$ cat src/rtl/fetch_stage_pkg.sv
// Shared types for the instruction-fetch stage: word type, FSM state
// encoding and the word-alignment helper.
package fetch_stage_pkg;

    typedef logic [31:0] word_t;

    typedef enum logic [1:0] {
        FETCH,
        HOLD,
        DISCARD,
        HALTED
    } fetch_state_t;

    localparam word_t PC_STEP = 32'd4;

    function automatic word_t word_align(input word_t addr);
        return {addr[31:2], 2'b00};
    endfunction

endpackage

$ cat src/rtl/fetch_stage_if.sv
// Fetch-stage bus: instruction-cache handshake, later-stage controls and
// the IF/ID outputs presented to decode.
interface fetch_stage_if;
    import fetch_stage_pkg::*;

    logic  imemREN;
    word_t imemaddr;
    logic  ihit;
    word_t imemload;
    logic  en_d;
    logic  redirect;
    word_t redirect_pc;
    logic  halt;
    word_t out_instr;
    word_t out_pc_plus_4;
    logic  out_valid;
    word_t pc;

    modport master (
        output imemREN, imemaddr, out_instr, out_pc_plus_4, out_valid, pc,
        input  ihit, imemload, en_d, redirect, redirect_pc, halt
    );

    modport slave (
        input  imemREN, imemaddr, out_instr, out_pc_plus_4, out_valid, pc,
        output ihit, imemload, en_d, redirect, redirect_pc, halt
    );

endinterface

$ cat src/rtl/fetch_stage_latch.sv
// IF/ID pipeline register. Flush has priority over load; a bubble is all
// zeros including the valid bit.
module fetch_latch
    import fetch_stage_pkg::*;
(
    input  logic  CLK,
    input  logic  nRST,
    input  logic  en,
    input  logic  flush,
    input  word_t instr_in,
    input  word_t pc_plus_4_in,
    output word_t instr,
    output word_t pc_plus_4,
    output logic  valid
);

    always_ff @(posedge CLK or negedge nRST) begin
        if (!nRST) begin
            instr     <= '0;
            pc_plus_4 <= '0;
            valid     <= 1'b0;
        end else if (flush) begin
            instr     <= '0;
            pc_plus_4 <= '0;
            valid     <= 1'b0;
        end else if (en) begin
            instr     <= instr_in;
            pc_plus_4 <= pc_plus_4_in;
            valid     <= 1'b1;
        end
    end

endmodule

$ cat src/rtl/fetch_stage.sv
// Instruction-fetch stage: PC, icache request FSM, one-entry hold buffer for
// decode stalls, and redirect/halt handling around outstanding misses.
module fetch_stage
    import fetch_stage_pkg::*;
#(
    parameter word_t PC_INIT = 32'h0000_0000
) (
    input logic         CLK,
    input logic         nRST,
    fetch_stage_if.master fif
);

    fetch_state_t state_q;
    word_t        pc_q;
    word_t        buf_instr_q;
    word_t        buf_pc4_q;
    word_t        pend_pc_q;
    logic         halt_pend_q;

    word_t pc_plus_4;
    logic  lat_en;
    logic  lat_flush;
    word_t lat_instr;
    word_t lat_pc4;

    assign pc_plus_4 = pc_q + PC_STEP;

    // pc_q is never advanced while a miss is outstanding, so it doubles as
    // the latched request address in DISCARD.
    assign fif.imemREN  = (state_q == FETCH) || (state_q == DISCARD);
    assign fif.imemaddr = pc_q;
    assign fif.pc       = pc_q;

    always_comb begin
        lat_en    = 1'b0;
        lat_flush = 1'b0;
        lat_instr = fif.imemload;
        lat_pc4   = pc_plus_4;
        unique case (state_q)
            FETCH: begin
                if (fif.halt || fif.redirect) begin
                    lat_flush = 1'b1;
                end else if (fif.en_d) begin
                    lat_en    = fif.ihit;
                    lat_flush = !fif.ihit;
                end
            end
            HOLD: begin
                lat_instr = buf_instr_q;
                lat_pc4   = buf_pc4_q;
                if (fif.halt || fif.redirect) begin
                    lat_flush = 1'b1;
                end else begin
                    lat_en = fif.en_d;
                end
            end
            DISCARD, HALTED: lat_flush = 1'b1;
            default:         lat_flush = 1'b1;
        endcase
    end

    always_ff @(posedge CLK or negedge nRST) begin
        if (!nRST) begin
            state_q     <= FETCH;
            pc_q        <= PC_INIT;
            buf_instr_q <= '0;
            buf_pc4_q   <= '0;
            pend_pc_q   <= '0;
            halt_pend_q <= 1'b0;
        end else begin
            unique case (state_q)
                FETCH: begin
                    if (fif.halt) begin
                        if (fif.ihit) begin
                            state_q <= HALTED;
                        end else begin
                            halt_pend_q <= 1'b1;
                            state_q     <= DISCARD;
                        end
                    end else if (fif.redirect) begin
                        if (fif.ihit) begin
                            pc_q <= word_align(fif.redirect_pc);
                        end else begin
                            pend_pc_q <= word_align(fif.redirect_pc);
                            state_q   <= DISCARD;
                        end
                    end else if (fif.ihit) begin
                        if (fif.en_d) begin
                            pc_q <= pc_plus_4;
                        end else begin
                            buf_instr_q <= fif.imemload;
                            buf_pc4_q   <= pc_plus_4;
                            state_q     <= HOLD;
                        end
                    end
                end
                HOLD: begin
                    if (fif.halt) begin
                        state_q <= HALTED;
                    end else if (fif.redirect) begin
                        pc_q    <= word_align(fif.redirect_pc);
                        state_q <= FETCH;
                    end else if (fif.en_d) begin
                        pc_q    <= pc_plus_4;
                        state_q <= FETCH;
                    end
                end
                DISCARD: begin
                    if (fif.ihit) begin
                        if (fif.halt || halt_pend_q) begin
                            state_q <= HALTED;
                        end else begin
                            // A redirect arriving with the hit is the youngest target.
                            pc_q    <= fif.redirect ? word_align(fif.redirect_pc) : pend_pc_q;
                            state_q <= FETCH;
                        end
                    end else if (fif.halt) begin
                        halt_pend_q <= 1'b1;
                    end else if (fif.redirect) begin
                        pend_pc_q <= word_align(fif.redirect_pc);
                    end
                end
                HALTED:  state_q <= HALTED;
                default: state_q <= HALTED;
            endcase
        end
    end

    fetch_latch u_latch (
        .CLK          (CLK),
        .nRST         (nRST),
        .en           (lat_en),
        .flush        (lat_flush),
        .instr_in     (lat_instr),
        .pc_plus_4_in (lat_pc4),
        .instr        (fif.out_instr),
        .pc_plus_4    (fif.out_pc_plus_4),
        .valid        (fif.out_valid)
    );

endmodule

$ cat src/flat_wrapper.sv
// flat-port wrapper written by rule: the top's interface ports become plain ports
module fetch_stage_flat import fetch_stage_pkg::*;
#(
    parameter word_t PC_INIT = 32'h0000_0000
)
  (CLK, nRST, fif_imemREN, fif_imemaddr, fif_out_instr, fif_out_pc_plus_4, fif_out_valid, fif_pc, fif_ihit, fif_imemload, fif_en_d, fif_redirect, fif_redirect_pc, fif_halt);
  fetch_stage_if fif_i ();
  input logic CLK;
  input logic nRST;
  output wire logic [$bits(fif_i.imemREN)-1:0] fif_imemREN;
  output wire logic [$bits(fif_i.imemaddr)-1:0] fif_imemaddr;
  output wire logic [$bits(fif_i.out_instr)-1:0] fif_out_instr;
  output wire logic [$bits(fif_i.out_pc_plus_4)-1:0] fif_out_pc_plus_4;
  output wire logic [$bits(fif_i.out_valid)-1:0] fif_out_valid;
  output wire logic [$bits(fif_i.pc)-1:0] fif_pc;
  input wire logic [$bits(fif_i.ihit)-1:0] fif_ihit;
  input wire logic [$bits(fif_i.imemload)-1:0] fif_imemload;
  input wire logic [$bits(fif_i.en_d)-1:0] fif_en_d;
  input wire logic [$bits(fif_i.redirect)-1:0] fif_redirect;
  input wire logic [$bits(fif_i.redirect_pc)-1:0] fif_redirect_pc;
  input wire logic [$bits(fif_i.halt)-1:0] fif_halt;
  assign fif_imemREN = fif_i.imemREN;
  assign fif_imemaddr = fif_i.imemaddr;
  assign fif_out_instr = fif_i.out_instr;
  assign fif_out_pc_plus_4 = fif_i.out_pc_plus_4;
  assign fif_out_valid = fif_i.out_valid;
  assign fif_pc = fif_i.pc;
  assign fif_i.ihit = fif_ihit;
  assign fif_i.imemload = fif_imemload;
  assign fif_i.en_d = fif_en_d;
  assign fif_i.redirect = fif_redirect;
  assign fif_i.redirect_pc = fif_redirect_pc;
  assign fif_i.halt = fif_halt;
  fetch_stage #(.PC_INIT(PC_INIT)) u_core (.CLK(CLK), .nRST(nRST), .fif(fif_i));
endmodule
$ cat config.mk
export PLATFORM = sky130hd
export DESIGN_NAME = fetch_stage_flat
export DESIGN_NICKNAME = d
export VERILOG_FILES = /design/src/rtl/fetch_stage_pkg.sv /design/src/rtl/fetch_stage_if.sv /design/src/rtl/fetch_stage_latch.sv /design/src/rtl/fetch_stage.sv /design/src/flat_wrapper.sv
export SDC_FILE = /design/constraint.sdc
export NUM_CORES = 1
export LEC_CHECK = 0
export CAP_MARGIN = 30
export CORE_MARGIN = 10
export CORE_UTILIZATION = 56
export DETAILED_ROUTE_END_ITERATION = 16
export PLACE_DENSITY = 0.86
export REMOVE_ABC_BUFFERS = 1
export SKIP_LAST_GASP = 1
export SYNTH_ARGS = -nofsm -noshare
export SYNTH_HDL_FRONTEND = slang
export SYNTH_SLANG_ARGS = --single-unit
$ cat constraint.sdc
create_clock -name CLK -period 5.35 [get_ports CLK]
set_input_delay 1.07 -clock CLK [delete_from_list [all_inputs] [get_ports CLK]]
set_output_delay 1.07 -clock CLK [all_outputs]
set_load 0.03 [all_outputs]
# [After elaboration in Yosys (flattened, before gate mapping)]
# Index checks and enable logic that the tools add are counted.
[classes] addsub=1 eq_ne=18 mux=50 n_bitwise=3 n_reduce_logical=14
[ops] op="$mux W32" n=21
[ops] op="$pmux W32 S3" n=1
[ops] op="$pmux W32 S2" n=1
[ops] op="$add A32 B3 Y32 const B" n=1
[ops] op="$ne A2 B2 Y1 const B" n=11
[ops] op="$mux W2" n=10
[ops] op="$ne A4 B4 Y1 const B" n=4
[ops] op="$reduce_and A5 Y1" n=3
[ops] op="$mux W1" n=13
[ops] op="$reduce_and A6 Y1" n=2
[ops] op="$pmux W2 S4" n=1
[ops] op="$eq A2 B2 Y1 const B" n=2
[ops] op="$pmux W1 S2" n=2
[ops] op="$reduce_bool A2 Y1" n=2
[ops] op="$logic_or A1 B1 Y1" n=3
[ops] op="$not A1 Y1" n=3
[ops] op="$pmux W1 S3" n=1
[ops] op="$reduce_bool A3 Y1" n=1
[ops] op="$eq A2 B1 Y1 const B" n=1
[ops] op="$logic_not A2 Y1" n=1
[ops] op="$reduce_or A2 Y1" n=1
[ops] op="$logic_not A1 Y1" n=1
[totals] regBits=196 output_inout_bits=130

# [Depth between registers and ports, before layout]
[logic_depth] depth_word=6 mapped_depth=8 ltp_nobuf=6

# [Modules after synthesis]
# Synthesis repeated with hierarchy kept, for this count alone.
[hier_totals] cells_unflattened=946 area_unflattened_um2=9875.7
[modules_own_cells] module="fetch_stage" n_inst=1 cells_per_inst=737 area_per_inst_um2=7238.2
[modules_own_cells] module="fetch_latch" n_inst=1 cells_per_inst=209 area_per_inst_um2=2637.5

# [Worst setup path after synthesis]
# OpenSTA, ideal clock, no wires.
[synth_path] path_kind="input -> register" start="input port fif_ihit" end="register u_core.buf_instr_q[0]" setup_ns=0.125 arrival_time_ns=2.469 t_required_ns=5.225 path_slack_ns=2.756 stages=6 path_buffers=3 cell_sequence="buf_2 nor2b_1 nand2_1 clkbuf_1 buf_1 mux2_2"
[synth_between] elab_chain_cells=1
[synth_lines] element="start: declaration" line="flat_wrapper.sv:16" text="input wire logic [$bits(fif_i.ihit)-1:0] fif_ihit;"
[synth_lines] element="$reduce_and A5 Y1 (no source line)"
[synth_lines] element="end signal: assignment" line="fetch_stage.sv:91" text="buf_instr_q <= fif.imemload;"
[synth_lines] element="end: declaration" line="fetch_stage.sv:15" text="word_t buf_instr_q;"
# No other way between the ends.
# A chain may end at the register's enable or synchronous reset.

# [Worst setup path after layout]
[layout_path] start="input port fif_halt" end="register u_core.buf_instr_q[26]"
[layout_between] elab_chain_cells=2
[layout_lines] element="start: declaration" line="flat_wrapper.sv:21" text="input wire logic [$bits(fif_i.halt)-1:0] fif_halt;"
[layout_lines] element="$not A1 Y1 (no source line)"
[layout_lines] element="$reduce_and A5 Y1 (no source line)"
# No other way between the ends.

==> metrics.md <==
| Metric | Value |
|---|---|
| Status | `complete, no violations` |
| IO Pins | `200` |
| Clock tree buffer depth | `2` |
| Post-synth top cells | `dfrtp_1, o21ai_0, nand2_1` |
| Largest family of logic cells by synthesized area | `compound AO/OA/AOI/OAI gates` |
| Tightest Pin Transition | `around 1.0 ns` |
| Post-CTS setup buffer count | `0` |
| Dpl cells | `roughly 1300` |
| Final Cycle Share | `0.584` |
| Largest cells by area after synthesis | `dfrtp_1, mux2_2, o21ai_0` |
| Cells after synthesis | `~930` |
| Compound-Gate Fraction of Synth Area | `0.155` |
| Top FF cell, synth | `dfrtp_1` |
| Headroom to the max-slew limit | `0.322` |
| Peak supply drop | `0.330 mV` |
| Post-synthesis sequential area ratio | `0.514` |
| Initial antenna violation count | `0` |
| Die Area | `0.0226 mm2` |
| Worst setup margin | `2.23 ns` |
| PD cells | `401 mW/mm2` |
| CORE AREA | `0.0166 mm2` |
| Critical Path RT | `5.66 ns` |
| Sinks on Clock Net | `between 150 and 200` |
| Max Clock Freq | `0.320 GHz` |
| Ys async rst share | `1.00` |
| CTS H-Tree Depth | `4` |
| Final HPWL DP | `between 15000 and 20000 um` |
| Hold crit path type | `in2async` |
| Post-layout util | `0.728` |
| Via count | `around 7500` |
| Fin crit period | `3.12 ns` |
| Pin count of the biggest net entering global routing | `120` |
| Die Y | `~150 um` |
| Site Rows | `47` |
| CTS tree | `done` |
| Setup tns final | `0 ns` |
| ANT nets after route | `0` |
| GR Overflow Total | `0` |
| Total DRC errors in the routed layout | `0` |
| Most numerous cell in the Yosys netlist | `dfrtp_1` |
| Total wire length | `24400 um` |
| Met1 Use GR | `0.284` |
| ANT cells | `0` |
| Met3 GRT Util | `0.0531` |
| WP data arrival | `3.44 ns` |
| Netlist Area Pre-Place | `0.00954 mm2` |
| Synth warn | `0` |
| Routability cong. | `0.823` |
| Endpoints failing setup | `0` |
| Layout cells sized above 1 | `0.119` |
| Post-synthesis area per instance | `10.2 um2` |
| Fin cells | `between 1000 and 1500` |
| Max Cap Violations | `0` |
| Clk_skew | `0.00803 ns` |
| First-pass GRT wire length | `39200 um` |
| Clock Pin Slew Worst Setup and Hold Paths | `approximately 0.07 ns` |
| Drt pass-1 iters | `5` |
| Area delta synth->final | `27.0%` |
| Wire per inst | `~19 um` |
| Final hold violation count | `0` |
| CP startpoint kind | `input port` |
| Chip width | `about 150 um` |
| Initial drt markers | `536` |
| Clk_lat worst skew | `0.43 ns` |
| Post-synth EDFFs | `0` |
| Crit path max fanout | `94` |
| Hold Buf Count CTS | `0` |
| Power, Total | `4850 uW` |
| Mux contribution to synthesized area | `0.116` |
| Gr busiest metal | `met2` |
| CP Class | `in2reg` |
| Post-cts gate resize count | `0` |
| Fin. max-slew vios | `0` |
| Post-Synth Adder-Cell Area | `0.00131` |
| Simple-gate area share of the yosys netlist | `0.131` |
| Post-synth top area share | `0.514` |
| RSZ-0062 raised after global routing | `no` |
| Root Buffer | `clkbuf_16` |
| Vias in the first global route | `7469` |
| Netlist cell types | `59` |
| Initial Util | `0.573` |
| Tot GR Track Use | `0.215` |
| Nature of the critical path endpoint | `flip-flop` |
| Dpl ws | `1.80 ns` |
| Leakage | `0.00546 uW` |
| CTS Buf Count | `17` |
| XOR/XNOR Fraction of Synth Area | `0.0248` |
| GRT met2 Usage | `0.345` |
| Net count reported at finish | `~1100` |
| Vias per cell | `5.79` |
| I/O Buffers | `197` |
| #FFs+latches synth | `around 200` |
| Cell taking the most area after synthesis | `dfrtp_1` |
cell families after synthesis:
group	Yosys count
AND/OR/NAND/NOR	250
AO/OA/AOI/OAI	248
flip-flops	196
buffers and inverters	110
multiplexers	102
XOR/XNOR	27
adder cells (fa/ha/maj)	1
critical path: stages:
cell and delay [ns]:
clkdlybuf4s50_1 0.74, nor4_4 0.47, nand2_4 0.58, mux2_2 0.51
sequential cells by signal, summed over array words and instances, names as in the netlist:
register                  count
u_core.buf_instr_q           32
u_core.buf_pc4_q             32
u_core.fif.imemaddr          32
u_core.pend_pc_q             32
u_core.u_latch.instr         32
u_core.u_latch.pc_plus_4     32
u_core.state_q                2
u_core.halt_pend_q            1
u_core.u_latch.valid          1
cell type report:
| class | count | area [um2] |
|---|---|---|
| inverter | 11 | 41.3 |
| clock buffer | 20 | 457 |
| sequential | 196 | 4900 |
| multi-input combinational | 628 | 4120 |
| timing repair buffer | 210 | 2100 |
| clock inverter | 12 | 226 |
| fill | 1190 | 4530 |
| tap | 220 | 275 |
stage by stage:
| stage | cell area (um2) | hold WS [ns] |
|---|---|---|
| 2_1_floorplan | 9020 | 0.445 |
| 3_5_place_dp | 11400 | 0.466 |
| 6_report | 12100 | 0.437 |
| 5_1_grt | 12100 | 0.420 |
| 3_3_place_gp | 11400 | 0.456 |
| 4_1_cts | 12100 | 0.481 |
layer usage:
| layer | part of all wire | vias to the layer above | wire length [um] |
|---|---|---|---|
| li1 | - | 3543 | - |
| met5 | 0 | - | 0 |
| met1 | 0.44 | 3690 | 10700 |
| met4 | 0.013 | 0 | 316 |
| met3 | 0.070 | 25 | 1710 |
| met2 | 0.48 | 255 | 11700 |
cell usage in the layout, fill, tap and decap left out, drive strengths merged, types with 14 or more instances in the layout:
master / instances
a32oi: 15
dfrtp: 196
xnor2: 22
o21ai: 131
a21oi: 43
clkbuf: 21
mux2i: 37
nor2: 52
clkdlybuf4s50: 195
mux2: 65
buf: 14
nand2: 118
nand3: 17
power breakdown:
group          internal [uW]  switching (uW)
logic                    614             850
registers               1640             288
clock network            904             556
final timing paths:
path | start | end | slack (ns) | cells after the start
min reg2reg | u_core.buf_pc4_q[15]$_DFFE_PN0P_ | u_core.buf_pc4_q[15]$_DFFE_PN0P_ | 0.48 | 2
max | fif_halt | u_core.buf_instr_q[26]$_DFFE_PN0P_ | 2.23 | 4
min in group CLK | u_core.buf_pc4_q[15]$_DFFE_PN0P_ | u_core.buf_pc4_q[15]$_DFFE_PN0P_ | 0.48 | 2
max reg2reg | u_core.state_q[1]$_DFFE_PN0P_ | u_core.fif.imemaddr[17]$_DFFE_PN0P_ | 2.72 | 6
min | nRST | u_core.pend_pc_q[5]$_DFFE_PN0P_ | 0.44 | 1
max in group asynchronous | nRST | u_core.buf_instr_q[7]$_DFFE_PN0P_ | 3.61 | 3
No activity file was read; power rests on OpenSTA's default activity.
==> RTL change, RTL diff (config.mk and constraints unchanged) <==
Make the reset (`nRST`) synchronous in 2 clocked blocks.
--- a/src/rtl/fetch_stage_latch.sv
+++ b/src/rtl/fetch_stage_latch.sv
@@ -16,3 +16,3 @@
 
-    always_ff @(posedge CLK or negedge nRST) begin
+    always_ff @(posedge CLK) begin
         if (!nRST) begin
--- a/src/rtl/fetch_stage.sv
+++ b/src/rtl/fetch_stage.sv
@@ -61,3 +61,3 @@
 
-    always_ff @(posedge CLK or negedge nRST) begin
+    always_ff @(posedge CLK) begin
         if (!nRST) begin
Check against the original RTL: not equivalent (Yosys sat finds a counterexample within 4 cycles, from zero or initial values and one cycle with nRST low; the reset may be asserted at any time).
==> RTL change against the unedited design <==
Via count up 13%. Sequential share of layout area down 6.4 points. Area after synthesis down 5.8%. Die area down 5.1%. Wire length up 8.8%. Sequential cell count unchanged. Final area down 5.1%. Register-to-register slack worse by 0.24 ns. Setup slack worse by 0.46 ns. Non-clock buffer count up 7. Global-route usage up 2.3 points. Maximum frequency down 13%. Critical path type unchanged. Largest cell class is now multi-input combinational cells.
Power is not compared: it rests on default switching activity, and its combinational part moved more than twofold at a synthesized area within 25%.
==> RTL change: results (changes against the unedited design) <==
The tools report the setup clock skew after layout as 0.00643 ns (was 0.00803 ns). The fraction of area in multi-input gates works out to 38.7% (was 34.0%). The run finished with clean final reports.

The total wire length after detailed routing was 26600 um (was 24400 um); the layout clock buffer count was 22 (was 20). The tools report the detailed route wirelength on metal2 as 12700 um (was 11700 um). The sequential share of cell area was 34.1% (was 40.5%). The portion of the layout cell area used by non-clock buffers works out to 18.6% (was 17.3%).

The layout net count was 1299 (was 1135). Count of different cell masters after synthesis: 64 (was 59). For the number of non-filler instances in the completed layout, the log shows 1456 (was 1297). For the global routing usage on met2, the log shows 39.8% (was 34.5%). The worst hold slack after final layout is 0.448 ns (was 0.437 ns), and the global routing met3 resource utilization is 5.72% (was 5.31%). The critical path launch point is nRST (was fif_halt). Largest delay contributor family on the critical path: buffers and inverters (was simple AND/OR/NAND/NOR gates). The classification of the worst-slack hold path is reg2reg (was in2async). The routed via count was 8514 (was 7513); the non-clock inverter count in the final layout was 9 (was 11).

The placed cell area is 0.0108 mm^2 (was 0.0114 mm^2). The share of final-layout standard cells stronger than drive strength 1 was 5.97% (was 11.9%). The longest individual stage delay on the worst path is 0.91 ns (was 0.74 ns). For the total routing usage reported by global routing, the log shows 23.8% (was 21.5%). Post-route total power: 3.58 mW.

The logs give 83 (was 120) for the maximum number of pins on one net before global-route repair and 3.92 ns (was 3.44 ns) for the arrival time at the worst endpoint. The routed length on met3 is 2220 um (was 1710 um), and the multi-input gate count is 787 (was 628). The tools report the cell count after synthesis as 1118 (was 934). The tools report the capture instance of the worst register-to-register path as u_core.u_latch.pc_plus_4[30]$_SDFFE_PP0P_ (was u_core.fif.imemaddr[17]$_DFFE_PN0P_). The logs give 8079 (was 7469) for the via count of the first global-routing pass and 0.841 (was 0.823) for the weighted congestion reported at the end of routability-driven placement. The tools report the end point of the critical path as u_core.buf_pc4_q[12]$_SDFFE_PN0P_ (was u_core.buf_instr_q[26]$_DFFE_PN0P_).

The maximum fanout along the worst path is 60 (was 94), and the setup slack on the worst flop-to-flop path is 2.48 ns (was 2.72 ns). Total placed cells including tap cells: 1425 (was 1264). The wire length on met1 is 11000 um (was 10700 um), and the remaining max-slew budget at the tightest pin is 32.9% (was 32.2%). The met1 usage came out at 28.9% (was 28.4%). The run gives 1211 (was 1190) as the layout filler cell count.

Top post-synthesis cells by area: dfxtp_1 44%, nand2_1 7.8%, a21oi_1 7.0% (was dfrtp_1 51%, mux2_2 7.7%, o21ai_0 6.6%). The post-place setup slack is 1.44 ns (was 1.80 ns). Prevailing post-synth register cell: dfxtp_1 (was dfrtp_1).

Wire length of the first global-routing pass: 42500 um (was 39200 um). The share of final layout cell area taken by clock buffers and inverters was 5.93% (was 5.64%).
RTL change: changes by cell type in the layout (fill, tap and decap cells not counted), sizes merged, moves of 9 or more:
| cell | delta |
|---|---|
| a211oi | +60 |
| a21oi | +83 |
| a31oi | +9 |
| a32oi | -13 |
| dfrtp | -196 |
| dfxtp | +196 |
| mux2 | -65 |
| nand2 | +69 |
| nor2 | +60 |
| nor3b | -9 |
| o21ai | -82 |
| or3 | +9 |
| xnor2 | -13 |
RTL change: kinds of logic (layout without fill, tap and decap cells):
kind of cell	count (synthesis)	count (layout)	synth area share (%)
xor+xnor	22	22	2.15
flops	196	196	43.7
compound gates	320	320	22.4
fa+ha+maj	1	1	0.139
simple gates	404	404	20.0
mux	40	40	4.46
buf+inv	135	257	7.19
RTL change: worst reg2reg max path: cells and delay by family, from the launching register on:
family                     cells  cell delay [ns]
AOI/OAI and AO/OA              1             0.17
and+or+nand+nor                3             1.31
adders and majority gates      1             0.29
DFF                            1             0.59
xor gates and xnor gates       1             0.38
